[src/rtl/uart_pkg.sv]
// uart_pkg: shared types and helpers for the UART transmit and receive blocks
//   uart_state_e : serializer state encoding
//   PAR_*        : parity mode encodings used by the PARITY parameter
//   baud_tick()  : clocks per bit time
//   cnt_width()  : register width able to count 0..n-1
package uart_pkg;

    typedef enum logic [2:0] {
        S_IDLE,
        S_START,
        S_DATA,
        S_PARITY,
        S_STOP
    } uart_state_e;

    localparam int PAR_NONE = 0;
    localparam int PAR_ODD  = 1;
    localparam int PAR_EVEN = 2;

    function automatic int baud_tick(input int clk_freq, input int baud_rate);
        return clk_freq / baud_rate;
    endfunction

    // A counter of 0..n-1 needs at least one bit, even for n = 1.
    function automatic int cnt_width(input int n);
        return (n <= 2) ? 1 : $clog2(n);
    endfunction

endpackage

[src/rtl/uart_sync_fifo.sv]
// uart_sync_fifo: single-clock FIFO with registered occupancy count
//   clk, rst_n : clock, synchronous active-low reset (flushes the FIFO)
//   push       : write wr_data (ignored when full)
//   wr_data    : word to store
//   pop        : drop the head entry (ignored when empty)
//   rd_data    : current head entry, valid while !empty
//   full/empty : derived from the registered count
//   count      : occupancy, 0..DEPTH
module uart_sync_fifo #(
    parameter int WIDTH = 8,
    parameter int DEPTH = 16
) (
    input  logic                     clk,
    input  logic                     rst_n,
    input  logic                     push,
    input  logic [WIDTH-1:0]         wr_data,
    input  logic                     pop,
    output logic [WIDTH-1:0]         rd_data,
    output logic                     full,
    output logic                     empty,
    output logic [$clog2(DEPTH):0]   count
);
    localparam int AW = $clog2(DEPTH);

    if (DEPTH < 2 || (DEPTH & (DEPTH - 1)) != 0) begin : g_bad_depth
        $error("uart_sync_fifo: DEPTH must be a power of two >= 2");
    end

    logic [WIDTH-1:0] mem [DEPTH];
    logic [AW-1:0]    wr_ptr;
    logic [AW-1:0]    rd_ptr;
    logic             do_push;
    logic             do_pop;

    assign full    = count == (AW + 1)'(DEPTH);
    assign empty   = count == '0;
    assign do_push = push & ~full;
    assign do_pop  = pop & ~empty;
    assign rd_data = mem[rd_ptr];

    // Storage needs no reset: the pointers and count define what is valid.
    always_ff @(posedge clk) begin
        if (do_push) mem[wr_ptr] <= wr_data;
    end

    // Pointers wrap naturally because DEPTH is a power of two.
    always_ff @(posedge clk) begin
        if (!rst_n) begin
            wr_ptr <= '0;
            rd_ptr <= '0;
            count  <= '0;
        end else begin
            wr_ptr <= wr_ptr + AW'(do_push);
            rd_ptr <= rd_ptr + AW'(do_pop);
            count  <= count + (AW + 1)'(do_push) - (AW + 1)'(do_pop);
        end
    end

endmodule

[src/rtl/uart_tx_fifo_param.sv]
// uart_tx_fifo_param: parametrised UART transmitter fed by a small TX FIFO
//   clk, rst_n : clock, synchronous active-low reset
//   in_data    : word to send, LSB first on the line
//   in_valid   : in_data valid; transfer when in_valid & in_ready at a rising edge
//   in_ready   : FIFO has room (low while in reset)
//   tx         : serial line, idle high
//   busy       : a frame is in progress or words are queued
//   fifo_count : FIFO occupancy
module uart_tx_fifo_param #(
    parameter int CLK_FREQ   = 50_000_000,
    parameter int BAUD_RATE  = 115200,
    parameter int DATA_BITS  = 8,
    parameter int PARITY     = 0,
    parameter int STOP_BITS  = 1,
    parameter int FIFO_DEPTH = 16
) (
    input  logic                          clk,
    input  logic                          rst_n,
    input  logic [DATA_BITS-1:0]          in_data,
    input  logic                          in_valid,
    output logic                          in_ready,
    output logic                          tx,
    output logic                          busy,
    output logic [$clog2(FIFO_DEPTH):0]   fifo_count
);
    import uart_pkg::*;

    localparam int BAUD_TICK = baud_tick(CLK_FREQ, BAUD_RATE);
    localparam int STOP_LEN  = STOP_BITS * BAUD_TICK;
    localparam int CW        = cnt_width(STOP_LEN);
    localparam int BW        = cnt_width(DATA_BITS);
    localparam bit HAS_PAR   = PARITY != PAR_NONE;

    if (DATA_BITS < 5 || DATA_BITS > 9 || STOP_BITS < 1 || STOP_BITS > 2 ||
        PARITY < 0 || PARITY > 2 || BAUD_TICK < 2) begin : g_bad_param
        $error("uart_tx_fifo_param: illegal parameter combination");
    end

    uart_state_e          state;
    uart_state_e          state_next;
    logic [CW-1:0]        baud_cnt;
    logic [CW-1:0]        baud_next;
    logic [BW-1:0]        bit_cnt;
    logic [BW-1:0]        bit_next;
    logic [DATA_BITS-1:0] shreg;
    logic [DATA_BITS-1:0] shreg_next;
    logic [DATA_BITS-1:0] fifo_head;
    logic                 par_bit;
    logic                 par_next;
    logic                 tx_next;
    logic                 pop;
    logic                 push;
    logic                 bit_end;
    logic                 last_bit;
    logic                 fifo_full;
    logic                 fifo_empty;
    logic                 ready_en;

    // ready_en keeps in_ready low during reset and for the reset edge itself.
    assign in_ready = ready_en & ~fifo_full;
    assign push     = in_valid & in_ready;
    // The whole stop period is one counter run, so STOP_BITS needs no extra counter.
    assign bit_end  = (state == S_STOP) ? baud_cnt == CW'(STOP_LEN - 1)
                                        : baud_cnt == CW'(BAUD_TICK - 1);
    assign last_bit = bit_cnt == BW'(DATA_BITS - 1);

    uart_sync_fifo #(
        .WIDTH (DATA_BITS),
        .DEPTH (FIFO_DEPTH)
    ) u_fifo (
        .clk     (clk),
        .rst_n   (rst_n),
        .push    (push),
        .wr_data (in_data),
        .pop     (pop),
        .rd_data (fifo_head),
        .full    (fifo_full),
        .empty   (fifo_empty),
        .count   (fifo_count)
    );

    always_ff @(posedge clk) begin
        if (!rst_n) begin
            state    <= S_IDLE;
            baud_cnt <= '0;
            bit_cnt  <= '0;
            shreg    <= '0;
            par_bit  <= 1'b0;
            tx       <= 1'b1;
            busy     <= 1'b0;
            ready_en <= 1'b0;
        end else begin
            state    <= state_next;
            baud_cnt <= baud_next;
            bit_cnt  <= bit_next;
            shreg    <= shreg_next;
            par_bit  <= par_next;
            tx       <= tx_next;
            // Rises with the start bit, falls as the line returns to idle.
            busy     <= (state_next != S_IDLE) | ~fifo_empty;
            ready_en <= 1'b1;
        end
    end

    always_comb begin
        state_next = state;
        pop        = 1'b0;
        case (state)
            S_IDLE: begin
                pop        = ~fifo_empty;
                state_next = fifo_empty ? S_IDLE : S_START;
            end
            S_START:  state_next = bit_end ? S_DATA : S_START;
            S_DATA:   state_next = (bit_end && last_bit) ? (HAS_PAR ? S_PARITY : S_STOP) : S_DATA;
            S_PARITY: state_next = bit_end ? S_STOP : S_PARITY;
            S_STOP: begin
                // Back-to-back frames: next start bit follows the stop period directly.
                pop        = bit_end & ~fifo_empty;
                state_next = !bit_end ? S_STOP : (fifo_empty ? S_IDLE : S_START);
            end
            default:  state_next = S_IDLE;
        endcase
    end

    always_comb begin
        baud_next  = (state == S_IDLE || bit_end) ? '0 : baud_cnt + CW'(1);
        bit_next   = (state == S_DATA && bit_end) ? (last_bit ? '0 : bit_cnt + BW'(1)) : bit_cnt;
        shreg_next = pop ? fifo_head : (state == S_DATA && bit_end) ? shreg >> 1 : shreg;
        par_next   = pop ? (^fifo_head) ^ (PARITY == PAR_ODD) : par_bit;
        tx_next    = (state_next == S_START)  ? 1'b0 :
                     (state_next == S_DATA)   ? shreg_next[0] :
                     (state_next == S_PARITY) ? par_bit : 1'b1;
    end

endmodule

[config.mk]
export PLATFORM = sky130hd
export DESIGN_NAME = uart_tx_fifo_param
export DESIGN_NICKNAME = d
export VERILOG_FILES = /design/src/rtl/uart_pkg.sv /design/src/rtl/uart_sync_fifo.sv /design/src/rtl/uart_tx_fifo_param.sv
export SDC_FILE = /design/constraint.sdc
export NUM_CORES = 1
export LEC_CHECK = 0
export ABC_AREA = 0
export CORE_ASPECT_RATIO = 0.75
export CORE_MARGIN = 2
export CORE_UTILIZATION = 53
export CTS_CLUSTER_SIZE = 16
export DETAILED_ROUTE_END_ITERATION = 12
export PLACE_DENSITY = 0.7
export SLEW_MARGIN = 10
export SYNTH_ARGS = -nofsm -noshare
export SYNTH_HDL_FRONTEND = slang
export SYNTH_SLANG_ARGS = --single-unit
[constraint.sdc]
create_clock -name clk -period 7.5 [get_ports clk]
set_input_delay 0.75 -clock clk [delete_from_list [all_inputs] [get_ports clk]]
set_output_delay 0.75 -clock clk [all_outputs]
set_load 0.02 [all_outputs]
=== After elaboration in Yosys (flattened, before gate mapping) ===
Memory sizes are Yosys's and may differ from the RTL's. A register that Yosys moved wholly into a read port is not among the register bits.
Index checks and enable logic that the tools add are counted.

* Flip-flop bits (word level): 40
* Latch bits: 0
* RAM bits: 128
* Bits in read-only memories: 0
* Input port bits: 11
* Output and inout port bits: 8
* Memories: 1

{| class="wikitable"
|+ Memories
! memory !! depth !! width !! read ports !! clocked after memory_dff !! write ports !! RTL line !! source
|-
| u_fifo.mem || 16 || 8 || 1 || 1 || 1 || uart_sync_fifo.sv:29 || <nowiki>logic [WIDTH-1:0] mem [DEPTH];</nowiki>
|}

* Add/subtract/negate cells: 6
* Multipliers: 0
* Div/mod/pow operators: 0
* $lt $le $gt $ge: 0
* Eq/ne operators: 10
* Shift operators: 0
* Mux-type cells: 17
* Bitwise gates (word level): 9
* Reduce and logical (&&, ||, !) cells: 9

{| class="wikitable"
|+ Operators with widths
! kind !! number
|-
| $mux 8 || 2
|-
| $pmux 3 s5 || 1
|-
| $eq 3x2->1 const B || 4
|-
| $mux 3 || 4
|-
| $add 9x1->9 const B || 1
|-
| $eq 9x9->1 const B || 1
|-
| $add 4x1->4 || 2
|-
| $reduce_xor 8->1 || 1
|-
| $mux 1 || 7
|-
| $eq 3x1->1 const B || 2
|-
| $eq 3x3->1 const B || 2
|-
| $add 5x1->5 || 1
|-
| $and 1x1->1 || 5
|-
| $eq 5x5->1 const B || 1
|-
| $logic_not 5->1 || 1
|-
| $sub 5x1->5 || 1
|-
| $mux 4 || 1
|-
| $add 3x1->3 const B || 1
|-
| $logic_not 3->1 || 1
|-
| $not 1->1 || 3
|-
| $reduce_bool 3->1 || 1
|-
| $logic_and 1x1->1 || 2
|-
| $mux 2 || 1
|-
| $pmux 1 s2 || 1
|-
| 4 further kinds || 4
|}

=== Longest topological paths before layout ===
Gate-level depths: netlist of run 1.

* Depth in word-level cells: 8
* Gate-level depth with buffers: 15

=== Modules after synthesis ===
From an unflattened synthesis of run 1, not the netlist that was laid out.

* Cell total of the unflattened synthesis: 455
* Area, all modules: 7081.8 um^2

{| class="wikitable"
|+ Modules (own cells, without submodules)
! module !! instances !! cells an instance !! area each (um^2)
|-
| uart_sync_fifo || 1 || 323 || 5780.5
|-
| uart_tx_fifo_param || 1 || 132 || 1301.2
|}

=== Worst setup path before layout of run 1 ===
No wires, ideal clock.

* Path type: register -> register
* Start: register baud_cnt[1]
* End: register u_fifo.count[4]
* Setup time: 0.116 ns
* Arrival: 2.780 ns
* Data required time: 7.384 ns
* Path slack: 4.604 ns
* Stages on the path, launching flop included: 16
* Path buffers: 1
* Path through: dfxtp_1 > inv_1 > ha_1 > and4b_1 > nand4_1 > a21boi_1 > nor2b_1 > clkbuf_1 > nand2_1 > o21ai_0 > ha_1 > fa_1 > a21oi_1 > nor2_1 > or3_1 > and3_1

* Cells in the longest elaborated chain, start to end: 5

{| class="wikitable"
|+ RTL lines
! what !! RTL line !! source
|-
| start: declaration || uart_tx_fifo_param.sv:41 || <nowiki>logic [CW-1:0] baud_cnt;</nowiki>
|-
| start signal: assignment || uart_tx_fifo_param.sv:94 || <nowiki>baud_cnt <= baud_next;</nowiki>
|-
| $eq 9x9->1 || uart_tx_fifo_param.sv:63, uart_tx_fifo_param.sv:64 ||
|-
| $and 1x1->1 || uart_tx_fifo_param.sv:118 || <nowiki>pop = bit_end & ~fifo_empty;</nowiki>
|-
| $pmux 1 s2 || uart_tx_fifo_param.sv:108 || <nowiki>case (state)</nowiki>
|-
| $and 1x1->1 || uart_sync_fifo.sv:38 || <nowiki>assign do_pop = pop & ~empty;</nowiki>
|-
| $sub 5x1->5 || uart_sync_fifo.sv:55 || <nowiki>count <= count + (AW + 1)'(do_push) - (AW + 1)'(do_pop);</nowiki>
|-
| end signal: assignment || uart_sync_fifo.sv:55 ||
|-
| end: declaration || uart_sync_fifo.sv:21 || <nowiki>output logic [$clog2(DEPTH):0] count</nowiki>
|}

Every way passes these cells.
A chain may end at the register's enable or synchronous reset.

=== Final worst setup path of run 1 ===
* Start: register baud_cnt[0]
* End: register u_fifo.count[4]

Same word-level chain as after synthesis.

==> impl_metrics.env, run 1 <==
export IMPL_status="finished, final reports clean"
export IMPL_synthTopCellsByArea="edfxtp_1 (56%), dfxtp_1 (12%), mux4_2 (8.5%), mux4_1 (2.7%), ha_1 (2.2%)"
export IMPL_gp_congestion=0.792
export IMPL_cp_max_fo=8
export IMPL_ys_flop_type="edfxtp_1"
export IMPL_synth_edf_count=128
export IMPL_clkLatencyLatePin_ps=420
export IMPL_cp_slowest_stage_delay_ps=480
export IMPL_hold_buffers=0
export IMPL_hold_depth=1
export IMPL_io_buffers=18
export IMPL_nets=467
export IMPL_placed_cell_area_um2=7180
export IMPL_routed_via_count=3579
export IMPL_grt_pass1_wl_um=19600
export IMPL_die_width_um=135
export IMPL_cp_arrival_ps=3590
export IMPL_fin_crit_sh_pct=43.7
export IMPL_routedWlPerCell_um=19.9
export IMPL_cts_buffers=17
export IMPL_clockBufferDepth=2
export IMPL_syn_inst=417
export IMPL_route_detailed_drc=0
export IMPL_rsz0062_at_grt="false"
export IMPL_slowest_stage="nor2b_1"
export IMPL_grt_pass1_vias=3493
export IMPL_design_area_um2=7740
export IMPL_die_height_um=102
export IMPL_dp_hpwl_um=7870
export IMPL_ys_warnings_count=0
export IMPL_start_kind="register"
export IMPL_synthesis_area_um2=6850
export IMPL_maxCapViolCount=0
export IMPL_ys_ff_latch=168
export IMPL_post_cts_buffers=0
export IMPL_critical_path_cell_chain="ha_1 > and4b_1 > nand4_1 > a21boi_1 > nor2b_1 > nand2_1 > fa_1 > a21oi_1 > nor2_1 > or3_1 > and3_1"
export IMPL_fmax_mhz=305
export IMPL_skew_ps=11.2
export IMPL_antenna_found_initial=0
export IMPL_finalSetupViolCount=0
export IMPL_syn_nets=441
export IMPL_root_buffer="clkbuf_16"
export IMPL_p_leak_nw=2.73
export IMPL_synth_seq_area_share_pct=67.8
export IMPL_cts_sinks=168
export IMPL_ff2ff_path_depth=11
export IMPL_start_util_pct=55.1
export IMPL_place_inst=590
export IMPL_setup_tns_ps=0
export IMPL_rows=35
export IMPL_maxSlewHeadroom_pct=31.6
export IMPL_first_pass_iters=5
export IMPL_wl_um=12400
export IMPL_regArea_um2=4650
export IMPL_top_level_ports=19
export IMPL_grt_overflow_total=0
export IMPL_ir_drop_uv=203
export IMPL_netlist_top_cell_by_area="edfxtp_1"
export IMPL_yosys_cell_count_top_type="edfxtp_1"
export IMPL_path_clk_slew_ps=60
export IMPL_n_antenna_cell=0
export IMPL_synth_distinct_cells=42
export IMPL_ant_nets=0
export IMPL_final_cell_count_no_fill=622
export IMPL_hold_viol=0
export IMPL_multi_input_area_um2=2080
export IMPL_tightest_slew_ps=1010
export IMPL_crit_type="register to register"
export IMPL_core_area_um2=12400
export IMPL_ys_top_cells_by_count="edfxtp_1 (128), dfxtp_1 (40), nor2_1 (30)"
export IMPL_cp_end_kind="register"
export IMPL_finalMaxSlewViolations=0
export IMPL_yosysTopAreaCellShare_pct=56.1
export IMPL_grt_max_degree=37
export IMPL_drtIter0Drc=360
export IMPL_utilization_pct=62.2
export IMPL_power_density_nw_per_um2=327
export IMPL_min_path_type="register to register"
export IMPL_cts_resized=0
export IMPL_fin_crit_ps=3280
export IMPL_nFillCells=908
export IMPL_dieArea_um2=13900
export IMPL_r2r_slack_ps=4220
export IMPL_grt_usage_pct=19.8
export IMPL_drive_gt1_share_pct=14.3
export IMPL_area_delta_synth_final_pct=12.9
export IMPL_vias_per_cell=5.75
export IMPL_cts_tree="built"
export IMPL_cp_data_required_time_ps=7810
export IMPL_ys_async_sr_fraction_pct=0
export IMPL_htreeDepth=4
export IMPL_synth_area_per_cell_um2=16.4
-- final cells by class --
type / instances / share of cell area [%]
repair buffers: 24 / 2.91
multi-input cells: 224 / 26.8
clock inverters: 13 / 1.54
clock buffers: 19 / 5.60
well taps: 166 / 2.68
flip-flops and latches: 168 / 60.1
inverters: 8 / 0.388
-- power by group --
| part | internal (mW) | switching, mW | total (mW) | leakage [nW] |
|---|---|---|---|---|
| Combinational | 0.312 | 0.321 | 0.632 | 0.974 |
| Clock | 0.461 | 0.347 | 0.808 | 0.279 |
| Sequential | 1.06 | 0.0332 | 1.09 | 1.48 |
| Total | 1.83 | 0.701 | 2.53 | 2.73 |
-- cell families after synthesis --
group	after synthesis	synth area share, %
XOR/XNOR	19	2.74
flip-flops	168	67.8
multiplexers	46	13.1
AO/OA/AOI/OAI	42	4.33
adder cells (fa/ha/maj)	13	2.48
buffers and inverters	25	1.92
AND/OR/NAND/NOR	104	7.62
-- state kept, by name (all words and copies together), names as in the netlist --
register,count
baud_cnt,9
bit_cnt,3
busy,1
par_bit,1
ready_en,1
shreg,8
state,3
tx,1
u_fifo.count,5
u_fifo.mem,128
u_fifo.rd_ptr,4
u_fifo.wr_ptr,4
-- critical path, delay by kind of cell, from the launching register on --
| family | cells | cell delay [ps] |
|---|---|---|
| DFF | 1 | 380 |
| and+or+nand+nor | 7 | 1690 |
| adders and majority gates | 2 | 630 |
| AOI/OAI and AO/OA | 2 | 470 |
-- per-stage QoR --
stage | worst slack [ps] | hold slack [ps] | power (mW)
after global routing | 3850 | 524 | 2.66
final | 4220 | 488 | 2.53
after global placement | 4370 | 446 | 1.73
after CTS | 4210 | 501 | 2.55
after floorplan | 4600 | 430 | 1.60
after detailed placement | 4230 | 486 | 1.74
-- per-layer routing --
metal  share of wire (%)  vias up  track usage [%]
met4                 1.1        0             5.93
li1                    -     1662                -
met2                  46       93             29.9
met3                 4.9       11             5.01
met1                  48     1813             28.9
met5                   0        -                0
-- cells in the final DEF (no fill, tap or decap), types with 2 or more instances in the layout --
master	instances
a21oi_1	8
a221oi_1	2
a22oi_1	9
a31oi_1	2
and2_1	15
and3_1	5
buf_4	6
clkbuf_1	2
clkbuf_16	17
clkdlybuf4s50_1	18
clkinv_2	3
clkinv_4	3
dfxtp_1	39
edfxtp_1	128
ha_1	12
inv_1	8
inv_4	3
inv_6	2
mux2i_1	13
mux4_1	7
mux4_2	26
nand2_1	21
nand2b_1	3
nand3_1	6
nand4_1	2
nor2_1	30
nor2b_1	10
nor3_1	5
o211a_1	7
o21a_1	2
o21ai_0	7
or3_1	3
xnor2_1	9
xor2_1	8
-- path summary, 6_finish.rpt --
kind	start	end
worst max-delay path	baud_cnt[0]	u_fifo.count[4]
worst min-delay path	baud_cnt[0]	baud_cnt[0]
worst max register to register	baud_cnt[0]	u_fifo.count[4]
worst min register to register	baud_cnt[0]	baud_cnt[0]
Power figures use the tool's default switching activity.
==> run 2: changes to the inputs <==
--- a/config.mk
+++ b/config.mk
@@ -11,7 +11,7 @@
 export CORE_UTILIZATION = 53
 export CTS_CLUSTER_SIZE = 16
 export DETAILED_ROUTE_END_ITERATION = 12
-export PLACE_DENSITY = 0.7
+export PLACE_DENSITY = 0.73
 export SLEW_MARGIN = 10
 export SYNTH_ARGS = -nofsm -noshare
 export SYNTH_HDL_FRONTEND = slang
==> constraint.sdc (replaced) <==
create_clock -name clk -period 3 [get_ports clk]
set_input_delay 0.3 -clock clk [delete_from_list [all_inputs] [get_ports clk]]
set_output_delay 0.3 -clock clk [all_outputs]
set_load 0.02 [all_outputs]
==> run 2 against run 1 <==
  * First-iteration DRC count decreased by 12%
  * Highest routed layer unchanged
  * Largest power group unchanged
  * Sequential share of layout area decreased by 1.9 points
  * Count of clock-buffer cells in the layout decreased by 2
  * Maximum frequency increased by 18%
  * Critical endpoint unchanged
  * Clock power increased to 2.7 times the previous value
  * Hold slack got worse by 22 ps
  * Worst setup slack got worse by 4000 ps
  * Die area unchanged
  * Critical path depth increased by 3
  * Routed wire length increased by 4.4%
  * Largest cell class unchanged
  * Utilization increased by 2.0 points
==> impl_metrics.env, run 2 (synthesis gave the netlist of run 1 again) <==
export IMPL_r2r_slack_ps=220
export IMPL_path_clk_slew_ps=70
export IMPL_fmax_mhz=360
export IMPL_setup_tns_ps=0
export IMPL_cp_top_family="simple AND/OR/NAND/NOR gates"
export IMPL_vias_per_cell=5.73
export IMPL_area_delta_synth_final_pct=16.6
export IMPL_p_leak_nw=2.86
export IMPL_finalSetupViolCount=0
export IMPL_grt_pass1_vias=3477
export IMPL_hp_start="baud_cnt[0]"
export IMPL_cp_max_fo=3
export IMPL_htreeDepth=4
export IMPL_grt_pass1_wl_um=20300
export IMPL_largest_register_ffs=128
export IMPL_maxCapViolCount=0
export IMPL_drive_gt1_share_pct=19.0
export IMPL_finalMaxSlewViolations=0
export IMPL_tightest_slew_ps=1050
export IMPL_wl_um=12900
export IMPL_rows=35
export IMPL_power_density_nw_per_um2=828
export IMPL_cp_arrival_ps=3100
export IMPL_route_detailed_drc=0
export IMPL_clkLatencyLatePin_ps=430
export IMPL_skew_ps=9.60
export IMPL_cp_end_kind="register"
export IMPL_path_buf_inv=1
export IMPL_cts_buffers=17
export IMPL_r2r_start="baud_cnt[1]"
export IMPL_dp_hpwl_um=8110
export IMPL_grt_overflow_total=0
export IMPL_placed_cell_area_um2=7330
export IMPL_n_antenna_cell=0
export IMPL_hold_depth=1
export IMPL_cp_data_required_time_ps=3320
export IMPL_cpMostUsedCell="ha_1"
export IMPL_cp_slowest_stage_delay_ps=350
export IMPL_first_pass_iters=5
export IMPL_routedWlPerCell_um=20.2
export IMPL_nets=485
export IMPL_fin_ws_ps=221
export IMPL_layout_common_cells="edfxtp_1 (128), dfxtp_1 (38), nor2_1 (30)"
export IMPL_rsz0062_at_grt="false"
export IMPL_final_common_cell="edfxtp_1"
export IMPL_gp_congestion=0.808
export IMPL_top_level_ports=19
export IMPL_die_width_um=135
export IMPL_whs_ps=466
export IMPL_dieArea_um2=13900
export IMPL_ir_drop_uv=523
export IMPL_io_buffers=18
export IMPL_die_height_um=102
export IMPL_grt_usage_pct=20.5
export IMPL_fin_crit_ps=2780
export IMPL_r2r_end="u_fifo.count[4]"
export IMPL_min_to="baud_cnt[0]"
export IMPL_antenna_found_initial=0
export IMPL_cts_sinks=168
export IMPL_slowest_stage="fa_2"
export IMPL_design_area_um2=7990
export IMPL_start_util_pct=55.1
export IMPL_routed_via_count=3670
export IMPL_fin_crit_sh_pct=92.6
export IMPL_nFillCells=864
export IMPL_crit_type="register to register"
export IMPL_grt_max_degree=37
export IMPL_root_buffer="clkbuf_16"
export IMPL_start_kind="register"
export IMPL_largest_register="u_fifo.mem"
export IMPL_ff2ff_path_depth=14
export IMPL_preCtsSetupSlack_ps=111
export IMPL_critical_path_cell_chain="inv_1 > ha_1 > and4b_1 > nand4_1 > a21boi_2 > nor2b_1 > nand2_2 > o21ai_0 > ha_1 > fa_2 > a21oi_1 > nor2_1 > or3_1 > and3_1"
export IMPL_status="finished, final reports clean"
export IMPL_drtIter0Drc=316
export IMPL_reg_top3="u_fifo.mem: 128 flops, baud_cnt: 9 flops, shreg: 8 flops"
export IMPL_clockBufferDepth=2
export IMPL_hold_viol=0
export IMPL_core_area_um2=12400
export IMPL_ant_nets=0
export IMPL_min_path_type="register to register"
export IMPL_cts_tree="built"
export IMPL_maxSlewHeadroom_pct=29.1
run 2: timing repair:
| item | in CTS | in global routing |
|---|---|---|
| setup buffers | 0 | 2 |
| setup endpoints to repair | 0 | 1 |
| resized for setup | 0 | 5 |
| hold buffers | 0 | 0 |
run 2: power breakdown:
group | leakage [nW] | total, mW | internal, mW | switching (mW)
Combinational | 1.07 | 1.66 | 0.844 | 0.817
Sequential | 1.48 | 2.74 | 2.64 | 0.0913
Clock | 0.306 | 2.22 | 1.21 | 1.01
Total | 2.86 | 6.61 | 4.70 | 1.91
run 2: cell type report:
cell class | instances | area [um^2] | area share, %
Inverter | 8 | 30.0 | 0.376
Multi-Input combinational cell | 224 | 2090 | 26.2
Tap cell | 166 | 208 | 2.60
Timing Repair Buffer | 42 | 385 | 4.82
Clock inverter | 15 | 204 | 2.55
Sequential cell | 168 | 4650 | 58.2
Clock buffer | 17 | 425 | 5.32
run 2: worst max path at each step:
stage | endpoint | startpoint | slack [ps] | cells after the start
4_1_cts | u_fifo.count[4] | u_fifo.count[3] | 70 | 12
6_report | u_fifo.count[4] | baud_cnt[1] | 220 | 14
5_1_grt | u_fifo.count[4] | baud_cnt[1] | 20 | 14
3_3_place_gp | u_fifo.count[4] | baud_cnt[1] | 200 | 14
2_1_floorplan | u_fifo.count[4] | baud_cnt[1] | 100 | 15
3_5_place_dp | u_fifo.count[4] | baud_cnt[1] | 110 | 14
run 2: routing by layer:
metal	global-route usage [%]	up-vias	part of all wire [%]
li1	-	1699	-
met1	30.7	1852	46
met2	30.3	104	47
met3	4.91	15	6.1
met4	6.25	0	1.2
met5	0	-	0
run 2: per-stage QoR:
stage | util (%) | total power [mW] | instances
final | 64.2 | 6.61 | 640
after global routing | 64.2 | 6.91 | 640
after CTS | 64.0 | 6.63 | 638
after detailed placement | 58.9 | 4.41 | 606
after global placement | 58.9 | 4.37 | 606
after floorplan | - | 4.00 | 417
==> run 3: changes to the inputs <==
==> constraint.sdc (replaced) <==
create_clock -name clk -period 3 [get_ports clk]
set_input_delay 0.6 -clock clk [delete_from_list [all_inputs] [get_ports clk]]
set_output_delay 0.6 -clock clk [all_outputs]
set_load 0.02 [all_outputs]
==> run 3 against run 2 <==
  * First-iteration DRC count shrank 1.9%
  * Count of clock-buffer cells in the layout grew 3
  * Worst setup slack got worse by 67 ps
  * Cell count grew 0.63%
  * Critical endpoint unchanged
  * Largest cell class unchanged
  * Highest routed layer unchanged
==> impl_metrics.env, run 3 (synthesis gave the netlist of run 1 again) <==
export IMPL_reg_top3="u_fifo.mem: 128 flops, baud_cnt: 9 flops, shreg: 8 flops"
export IMPL_wl_met2_um=6170
export IMPL_routedWlPerCell_um=20.0
export IMPL_r2r_end="u_fifo.count[4]"
export IMPL_p_sw_share_pct=27.7
export IMPL_drive_gt1_share_pct=18.6
export IMPL_vias_per_cell=5.72
export IMPL_top_level_ports=19
export IMPL_p_comb_share_pct=25.3
export IMPL_cts_sinks=168
export IMPL_grt_usage_pct=20.5
export IMPL_cp_end_kind="register"
export IMPL_n_antenna_cell=0
export IMPL_dieArea_um2=13900
export IMPL_place_inst=609
export IMPL_ff2ff_path_depth=14
export IMPL_regArea_um2=4650
export IMPL_slowest_stage="fa_1"
export IMPL_clockPowerShare_pct=32.4
export IMPL_top_layer_used="met4"
export IMPL_cp_arrival_ps=3160
export IMPL_whs_ps=438
export IMPL_cp_data_required_time_ps=3320
export IMPL_critical_path_cell_chain="inv_1 > ha_1 > and4b_1 > nand4_1 > a21boi_2 > nor2b_1 > nand2_1 > o21ai_1 > ha_2 > fa_1 > a21oi_2 > nor2_1 > or3_1 > and3_1"
export IMPL_ir_drop_uv=408
export IMPL_io_buffers=18
export IMPL_gp_congestion=0.791
export IMPL_cp_slowest_stage_delay_ps=410
export IMPL_cts_buffers=17
export IMPL_grt_max_degree=34
export IMPL_grt_pass1_vias=3648
export IMPL_path_clk_slew_ps=70
export IMPL_clockBufferDepth=2
export IMPL_p_leak_nw=2.86
export IMPL_ant_nets=0
export IMPL_start_kind="register"
export IMPL_rows=35
export IMPL_area_delta_synth_final_pct=16.2
export IMPL_cp_startpoint="baud_cnt[1]"
export IMPL_grt_overflow_total=0
export IMPL_crit_type="register to register"
export IMPL_die_width_um=135
export IMPL_layout_common_cells="edfxtp_1 (128), dfxtp_1 (38), nor2_1 (30)"
export IMPL_htreeDepth=4
export IMPL_cp_endpoint="u_fifo.count[4]"
export IMPL_antenna_found_initial=0
export IMPL_finalSetupViolCount=0
export IMPL_nets=489
export IMPL_start_util_pct=55.1
export IMPL_final_common_cell="edfxtp_1"
export IMPL_p_sw_mw=1.82
export IMPL_finalMaxSlewViolations=0
export IMPL_skew_ps=12.1
export IMPL_drtIter0Drc=310
export IMPL_r2r_start="baud_cnt[1]"
export IMPL_drt_met1_wl_um=5910
export IMPL_routed_via_count=3681
export IMPL_min_path_type="register to register"
export IMPL_nFillCells=917
export IMPL_cts_tree="built"
export IMPL_cp_max_fo=3
export IMPL_multi_input_area_um2=2090
export IMPL_grt_pass1_wl_um=20400
export IMPL_fin_crit_sh_pct=94.9
export IMPL_dr_wl_met3_um=713
export IMPL_clkLatencyLatePin_ps=420
export IMPL_largest_register_ffs=128
export IMPL_power_share_sequential_pct=42.3
export IMPL_tightest_slew_ps=1110
export IMPL_maxSlewHeadroom_pct=25.1
export IMPL_fmax_mhz=351
export IMPL_hold_viol=0
export IMPL_dp_hpwl_um=8470
export IMPL_status="finished, final reports clean"
export IMPL_route_detailed_drc=0
export IMPL_core_area_um2=12400
export IMPL_largest_register="u_fifo.mem"
export IMPL_first_pass_iters=4
export IMPL_r2r_slack_ps=150
export IMPL_root_buffer="clkbuf_16"
export IMPL_final_cell_count_no_fill=644
export IMPL_die_height_um=102
export IMPL_wl_um=12900
export IMPL_internal_power_mw=4.76
export IMPL_maxCapViolCount=0
export IMPL_power_density_nw_per_um2=826
export IMPL_fin_crit_ps=2850
run 3: cell count changes in the layout (fill, tap and decap cells not counted), sizes merged:
cell	previous run	this run
buf	24	28
clkbuf	17	20
clkinv	8	5
bufinv	1	2
inv	14	13
run 3: repair_timing:
action | CTS | global route
hold buffers | 0 | 0
setup endpoints to repair | 0 | 1
gates resized for setup | 0 | 5
setup buffers | 0 | 3
run 3: worst min path at each step:
stage                      startpoint           to  slack (ps)  depth (start not counted)
after global placement    baud_cnt[0]  baud_cnt[0]         440                          1
after CTS                 baud_cnt[0]  baud_cnt[0]         480                          1
after floorplan           baud_cnt[0]  baud_cnt[0]         430                          1
after detailed placement  baud_cnt[0]  baud_cnt[0]         460                          1
final                     baud_cnt[0]  baud_cnt[0]         440                          1
after global routing      baud_cnt[0]  baud_cnt[0]         460                          1
run 3: per-layer routing:
metal / up-vias / track usage (%)
met3: 9 / 6.60
met5: - / 0
met2: 94 / 31.0
met4: 0 / 5.61
met1: 1867 / 29.3
li1: 1711 / -
run 3: critical path: cells and delay by family, from the launching register on:
kind,cells,cell delay [ps]
simple gates,7,1210
fa+ha+maj,3,770
flops,1,350
compound gates,3,350
buf+inv,1,50
run 3: layout make-up:
cell class                      count  share of cell area (%)
Tap cell                          166                    2.61
Clock inverter                     12                    1.78
Clock buffer                       20                    5.48
Timing Repair Buffer               46                    5.22
Sequential cell                   168                    58.4
Multi-Input combinational cell    224                    26.2
Inverter                            8                   0.377
run 3: power groups by stage:
stage	Sequential, mW	Combinational, mW	Clock, mW
6_report	2.78	1.67	2.13
3_5_place_dp	2.83	1.62	0
4_1_cts	2.78	1.63	2.17
5_1_grt	2.80	1.80	2.27
2_1_floorplan	2.81	1.20	0
3_3_place_gp	2.82	1.57	0
run 3: metrics by stage:
step                cell area [um^2]  power (mW)  setup WS [ps]  TNS, ps  utilization, %
detailed placement              7350        4.44           78.2        0            59.1
global route                    7960        6.87          -13.2    -13.2            64.0
finish                          7960        6.58            154        0            64.0
CTS                             7930        6.58           55.4        0            63.8
global placement                7350        4.39            214        0            59.1
floorplan                       6850        4.00            104        0               -
